===== config.mk =====
export PLATFORM = sky130hd
export DESIGN_NAME = shared_wire_arbiter
export DESIGN_NICKNAME = d
export VERILOG_FILES = /design/src/rtl/shared_wire_arbiter.sv
export SDC_FILE = /design/constraint.sdc
export NUM_CORES = 1
export LEC_CHECK = 0
export CAP_MARGIN = 20
export CORE_MARGIN = 4
export CORE_UTILIZATION = 35
export CTS_BUF_LIST = sky130_fd_sc_hd__clkbuf_8
export CTS_CLUSTER_SIZE = 24
export DETAILED_ROUTE_END_ITERATION = 10
export PLACE_DENSITY = 0.69
export SLEW_MARGIN = 20
export SYNTH_ARGS = -nofsm -noshare
export SYNTH_HDL_FRONTEND = slang
export SYNTH_SLANG_ARGS = --single-unit

===== constraint.sdc =====
create_clock -name clk -period 4.52 [get_ports clk]
set_input_delay 0.678 -clock clk [delete_from_list [all_inputs] [get_ports clk]]
set_output_delay 0.678 -clock clk [all_outputs]
set_load 0.05 [all_outputs]

===== src/rtl/shared_wire_arbiter.sv =====
// Round-robin owner of one shared single-bit wire with bounded hold time.
// Optional SHARED_WIRE_PARK_EN keeps the last driven bit on the wire in IDLE.
module shared_wire_arbiter #(
    parameter int N        = 4,
    parameter int MAX_HOLD = 8
) (
    input  logic                 clk,
    input  logic                 reset,
    input  logic [N-1:0]         req,
    input  logic [N-1:0]         din,
    output logic [N-1:0]         gnt,
    output logic [$clog2(N)-1:0] owner,
    output logic                 busy,
    output logic                 out
);
    localparam int PW = $clog2(N);
    localparam int CW = $clog2(MAX_HOLD + 1);

    typedef enum logic {IDLE, OWN} state_t;

    state_t          state_q, state_d;
    logic [N-1:0]    gnt_q, gnt_d;
    logic [PW-1:0]   owner_q, owner_d;
    logic [PW-1:0]   ptr_q, ptr_d;
    logic [CW-1:0]   cnt_q, cnt_d;
    logic [N-1:0]    cand;
    logic [PW-1:0]   win;
    logic            any_cand;
    logic            wire_val;

    // First set bit of cand scanning start, start+1, ... modulo N.
    function automatic logic [PW-1:0] pick(
        input logic [N-1:0]  c,
        input logic [PW-1:0] start
    );
        logic [PW:0]   sum;
        logic [PW-1:0] k;
        logic          hit;
        k   = '0;
        hit = 1'b0;
        for (int i = 0; i < N; i++) begin
            sum = {1'b0, start} + (PW+1)'(i);
            if (sum >= (PW+1)'(N)) sum = sum - (PW+1)'(N);
            if (!hit && c[sum[PW-1:0]]) begin
                hit = 1'b1;
                k   = sum[PW-1:0];
            end
        end
        return k;
    endfunction

    // The owner never competes against itself, so a preempted owner goes last.
    assign cand     = req & ~gnt_q;
    assign any_cand = |cand;
    assign win      = pick(cand, ptr_q);

    always_comb begin
        state_d = state_q;
        gnt_d   = gnt_q;
        owner_d = owner_q;
        ptr_d   = ptr_q;
        cnt_d   = cnt_q;
        if (state_q == OWN && cnt_q != CW'(MAX_HOLD))
            cnt_d = cnt_q + CW'(1);
        if ((state_q == IDLE && any_cand) ||
            (state_q == OWN && any_cand &&
             (!req[owner_q] || cnt_q == CW'(MAX_HOLD)))) begin
            state_d = OWN;
            gnt_d   = N'(1) << win;
            owner_d = win;
            ptr_d   = (win == PW'(N - 1)) ? '0 : win + PW'(1);
            cnt_d   = CW'(1);
        end else if (state_q == OWN && !req[owner_q]) begin
            state_d = IDLE;
            gnt_d   = '0;
        end
    end

`ifdef SHARED_WIRE_PARK_EN
    logic park_q, park_d;
    assign park_d = (state_q == OWN) ? din[owner_q] : park_q;
    assign wire_val = (state_q == OWN) ? din[owner_q] : park_q;
`else
    assign wire_val = (state_q == OWN) ? din[owner_q] : 1'b0;
`endif

    always_ff @(posedge clk) begin
        if (reset) begin
            state_q <= IDLE;
            gnt_q   <= '0;
            owner_q <= '0;
            ptr_q   <= '0;
            cnt_q   <= '0;
`ifdef SHARED_WIRE_PARK_EN
            park_q  <= 1'b0;
`endif
        end else begin
            state_q <= state_d;
            gnt_q   <= gnt_d;
            owner_q <= owner_d;
            ptr_q   <= ptr_d;
            cnt_q   <= cnt_d;
`ifdef SHARED_WIRE_PARK_EN
            park_q  <= park_d;
`endif
        end
    end

    assign gnt   = gnt_q;
    assign owner = owner_q;
    assign busy  = |gnt_q;
    assign out   = wire_val;
endmodule


Word-level counts from Yosys, hierarchy flattened

Cells that the tools add are included.

Bits in registers: 13
Bits of input ports: 10
Output and inout bits: 8
Logic and storage cells: 81

Add/subtract/negate cells: 9
Magnitude comparators: 9
Equality and inequality tests: 3
Shift-type cells: 1
Mux-type cells: 31
Bitwise gates (word level): 3
Reduce and logical (&&, ||, !) cells: 19

Operators with widths:

| operator            | number |
|---|---|
| $mux 2              | 9 |
| $lt 2x3->1 const B  | 5 |
| $mux 1              | 14 |
| $bmux 1 s2          | 6 |
| $ge 3x3->1 const B  | 3 |
| $logic_and 1x1->1   | 8 |
| $mux 4              | 2 |
| $reduce_or 4->1     | 2 |
| $sub 2x1->2 const B | 4 |
| $add 2x2->3 const B | 2 |
| $add 4x1->4 const B | 1 |
| $and 4x4->4         | 1 |
| $eq 4x4->1 const B  | 1 |
| $logic_not 1->1     | 4 |
| $ne 4x4->1 const B  | 1 |
| $not 4->4           | 1 |
| $reduce_bool 2->1   | 2 |
| $shl 1x2->4 const A | 1 |
| $add 2x1->3 const B | 1 |
| $ge 2x3->1 const B  | 1 |
| $add 2x1->2 const B | 1 |
| $eq 2x2->1 const B  | 1 |
| $logic_or 1x1->1    | 2 |
| $reduce_or 2->1     | 1 |
| $not 1->1           | 1 |

Depth between registers and ports, before layout

Depth in word-level cells: 16
Mapped depth: 7
Depth with buffers taken out: 7

Worst setup path before layout

OpenSTA, ideal clock, no wires.

Path kind: reg2out
Start point: register owner_q[0] (netlist: owner[0])
End point: output port out
Arrival: 1.553 ns
Required time: 3.842 ns
Setup slack: 2.289 ns
Stages on the path, launching flop included: 3
Path buffers: 0
Cells stage by stage: dfxtp_1 mux4_2 and2_1

Longest elaborated chain between the ends: 3

Ends and longest elaborated chain:

| element                      | line | text |
|---|---|---|
| start: declaration           | 23   | `logic [PW-1:0] owner_q, owner_d;` |
| start signal: assignment     | 100  | `owner_q <= owner_d;` |
| $bmux 1 s2                   | 84   | `assign wire_val = (state_q == OWN) ? din[owner_q] : 1'b0;` |
| $mux 1 (implied by the code) | 84   |  |
| $mux 1                       | 84   |  |
| end: declaration             | 14   | `output logic out` |

Every way passes these cells. The select of a mux whose other input is x is not followed.

Worst setup path after layout

Start point: input port din[3]
End point: output port out

Longest elaborated chain between the ends: 3

Ends and longest elaborated chain:

| element                      | line | text |
|---|---|---|
| start: declaration           | 10   | `input logic [N-1:0] din,` |
| $bmux 1 s2                   | 84   |  |
| $mux 1 (implied by the code) | 84   |  |
| $mux 1                       | 84   |  |

Every way passes these cells. The select of a mux whose other input is x is not followed.

==> run metrics <==
WL/cell=between 10 and 15 um; Die Footprint=roughly 3100 sq um; critical path startpoint category=input port; status=finished clean; Final Worst Setup Slack=1.47 ns; library cells used by synthesis=32; ant diodes=0; CTS tree=built; gr ovfl total=0; synthesis-to-layout area growth=29.3%; worst-margin pin slew=0.500 ns; Gates resized, CTS repair=0; Post-Route Setup TNS=0 ns; post-CTS setup buffers=0; core area=~2000 sq um; CTS H-tree lvls=1; unrepaired setup endpoints after global routing=no; proportion of layout cells with a drive suffix above 1=9.52%; Placed Area=around 970 sq um; detailed-route via count=686; post-synthesis sequential area ratio=33.3%; Synth area leaders=dfxtp_1 33%, ha_1 9.6%, mux4_2 5.8%; hold_ws=0.486 ns; Place WS=~1.5 ns; Async SR Flop Fraction=0%; total CTS buffers=3; EDFF count, synth=0; Hold Path Origin=gnt[2]$_SDFFE_PP0P_; Iter 0 DRT Violations=3; max-cap violations=0; setup violators final=0; Clock Latency Late Sink=0.24 ns; Ys Warns=0; Syn Area/Cell=8.99 sq um; GRT Total Usage=11.8%; Slew HR=66.6%; fin util=between 40% and 50%; first-pass GRT wire length=slightly below 3000 um; period utilization=between 60% and 70%; nets@finish=roughly 120; clock sinks=13; commonest cells in the netlist=13 x dfxtp_1, 8 x inv_1, 7 x nand2_1, 6 x a21oi_1, 6 x ha_1; CP Capture Type=output pin; die height=between 50 and 60 um; Arrival @ worst endpoint=around 2.4 ns; dpl hpwl=between 1000 and 1500 um; Hold Path Class=reg2reg; leakage power=slightly below 0.4 nW; drc violations=0; TritonRoute pass-1 iters=4; initial antenna violation count=0; boundary pin count=18; reg2reg start=gnt[1]$_SDFFE_PP0P_; R2R cell count=6; Vias/cell=approximately 5.2; main flop type after synthesis=dfxtp_1; hold depth=2; clk_skew=0.00502 ns; cell area after synthesis=just under 800 sq um; row count=16; Buffers on Ports=17; r2r setup slk=roughly 2.6 ns; WS Path Type=in2out; chip width=55.3 um; clock buffer depth=2; Final Hold Fails=0; Yosys top cell area share=about a third; Synth Net Count=103; final estimated routing congestion in global placement=roughly 0.75; Starting Density=38.3%; pin count of the biggest net entering global routing=13; VDD IR max=about 0.36 mV; fin. max-slew vios=0; Final Cell Area=a little over 1000 sq um; root buffer cell=clkbuf_8; leading area contributor after synthesis=dfxtp_1; final WL=approximately 1700 um; Fmax=between 300 and 400 MHz; Post-Syn Instances=87; FF+latch count, synth=13; number of global-route vias before repair=about 690; crit path time final=around 3.1 ns; R2R Path End=ptr_q[1]$_SDFFE_PP0P_; antenna-violating nets left=0; Critical Path RT=approximately 3.8 ns; most common cell in the netlist=dfxtp_1; Worst Path Max Fanout=1; CTS clk-pin slew, worst paths=roughly 0.05 ns; PwrDens=about 540 nW/um^2; hold endpoint=gnt[2]$_SDFFE_PP0P_; hold_buf cts=0
-- where the power goes --
part,internal (mW),switching (mW)
Sequential,0.140,0.0293
Combinational,0.108,0.173
Clock,0.0599,0.0400
-- flip-flops by register name (all words and copies together), names as in the netlist --
name and flops:
owner 2, cnt_q 4, state_q 1, gnt 4, ptr_q 2
-- layer usage --
layer | global-route usage [%] | share of wire (%) | vias to the layer above
met5 | 0 | 0 | -
met4 | 5.56 | 1.4 | 0
met3 | 5.36 | 4.7 | 4
met2 | 18.8 | 47 | 13
met1 | 13.5 | 47 | 314
li1 | - | - | 355
-- critical path: stages --
cell	delay (ns)
clkdlybuf4s50_1	0.39
mux4_2	0.45
and2_1	0.16
clkdlybuf4s50_1	0.69
-- final cells by class --
type	instances	area [sq um]
Tap cell	27	33.8
Clock inverter	1	3.75
Sequential cell	13	260
Timing Repair Buffer	17	170
Fill cell	215	1030
Multi-Input combinational cell	63	472
Inverter	8	30.0
Clock buffer	3	41.3
-- stage by stage --
stage,power (mW),std cells
floorplan,0.372,87
global placement,0.447,128
detailed placement,0.451,128
CTS,0.554,132
global route,0.583,132
finish,0.550,132
-- cell families (layout without fill, tap and decap cells) --
| group | Yosys count | after routing | share of synthesized area [%] |
|---|---|---|---|
| buffers and inverters | 11 | 29 | 6.40 |
| and+or+nand+nor | 30 | 30 | 21.8 |
| xor gates and xnor gates | 3 | 3 | 3.36 |
| AOI/OAI and AO/OA | 21 | 21 | 18.6 |
| muxes | 3 | 3 | 7.04 |
| DFF | 13 | 13 | 33.3 |
| adders and majority gates | 6 | 6 | 9.60 |
-- cells in the final DEF (no fill, tap or decap), types with 2 or more instances in the layout --
master,count
clkdlybuf4s50_1,17
dfxtp_1,13
inv_1,9
nand2_1,7
a21oi_1,6
ha_1,6
nand4_1,5
o21ai_1,4
nor2b_1,3
nor2_1,3
nor3_1,3
clkbuf_8,3
nand2b_1,2
a211oi_1,2
o221ai_1,2
mux4_2,2
o21a_1,2
a31o_2,2
xor2_1,2
-- worst max path at each step --
stage / endpoint / depth (start not counted) / startpoint
5_1_grt: out / 4 / din[3]
3_5_place_dp: out / 4 / din[3]
2_1_floorplan: out / 2 / owner[0]$_SDFFE_PP0P_
4_1_cts: out / 4 / din[3]
6_report: out / 4 / din[3]
3_3_place_gp: out / 4 / din[3]
Note: power is estimated with default switching activity, not from simulation.
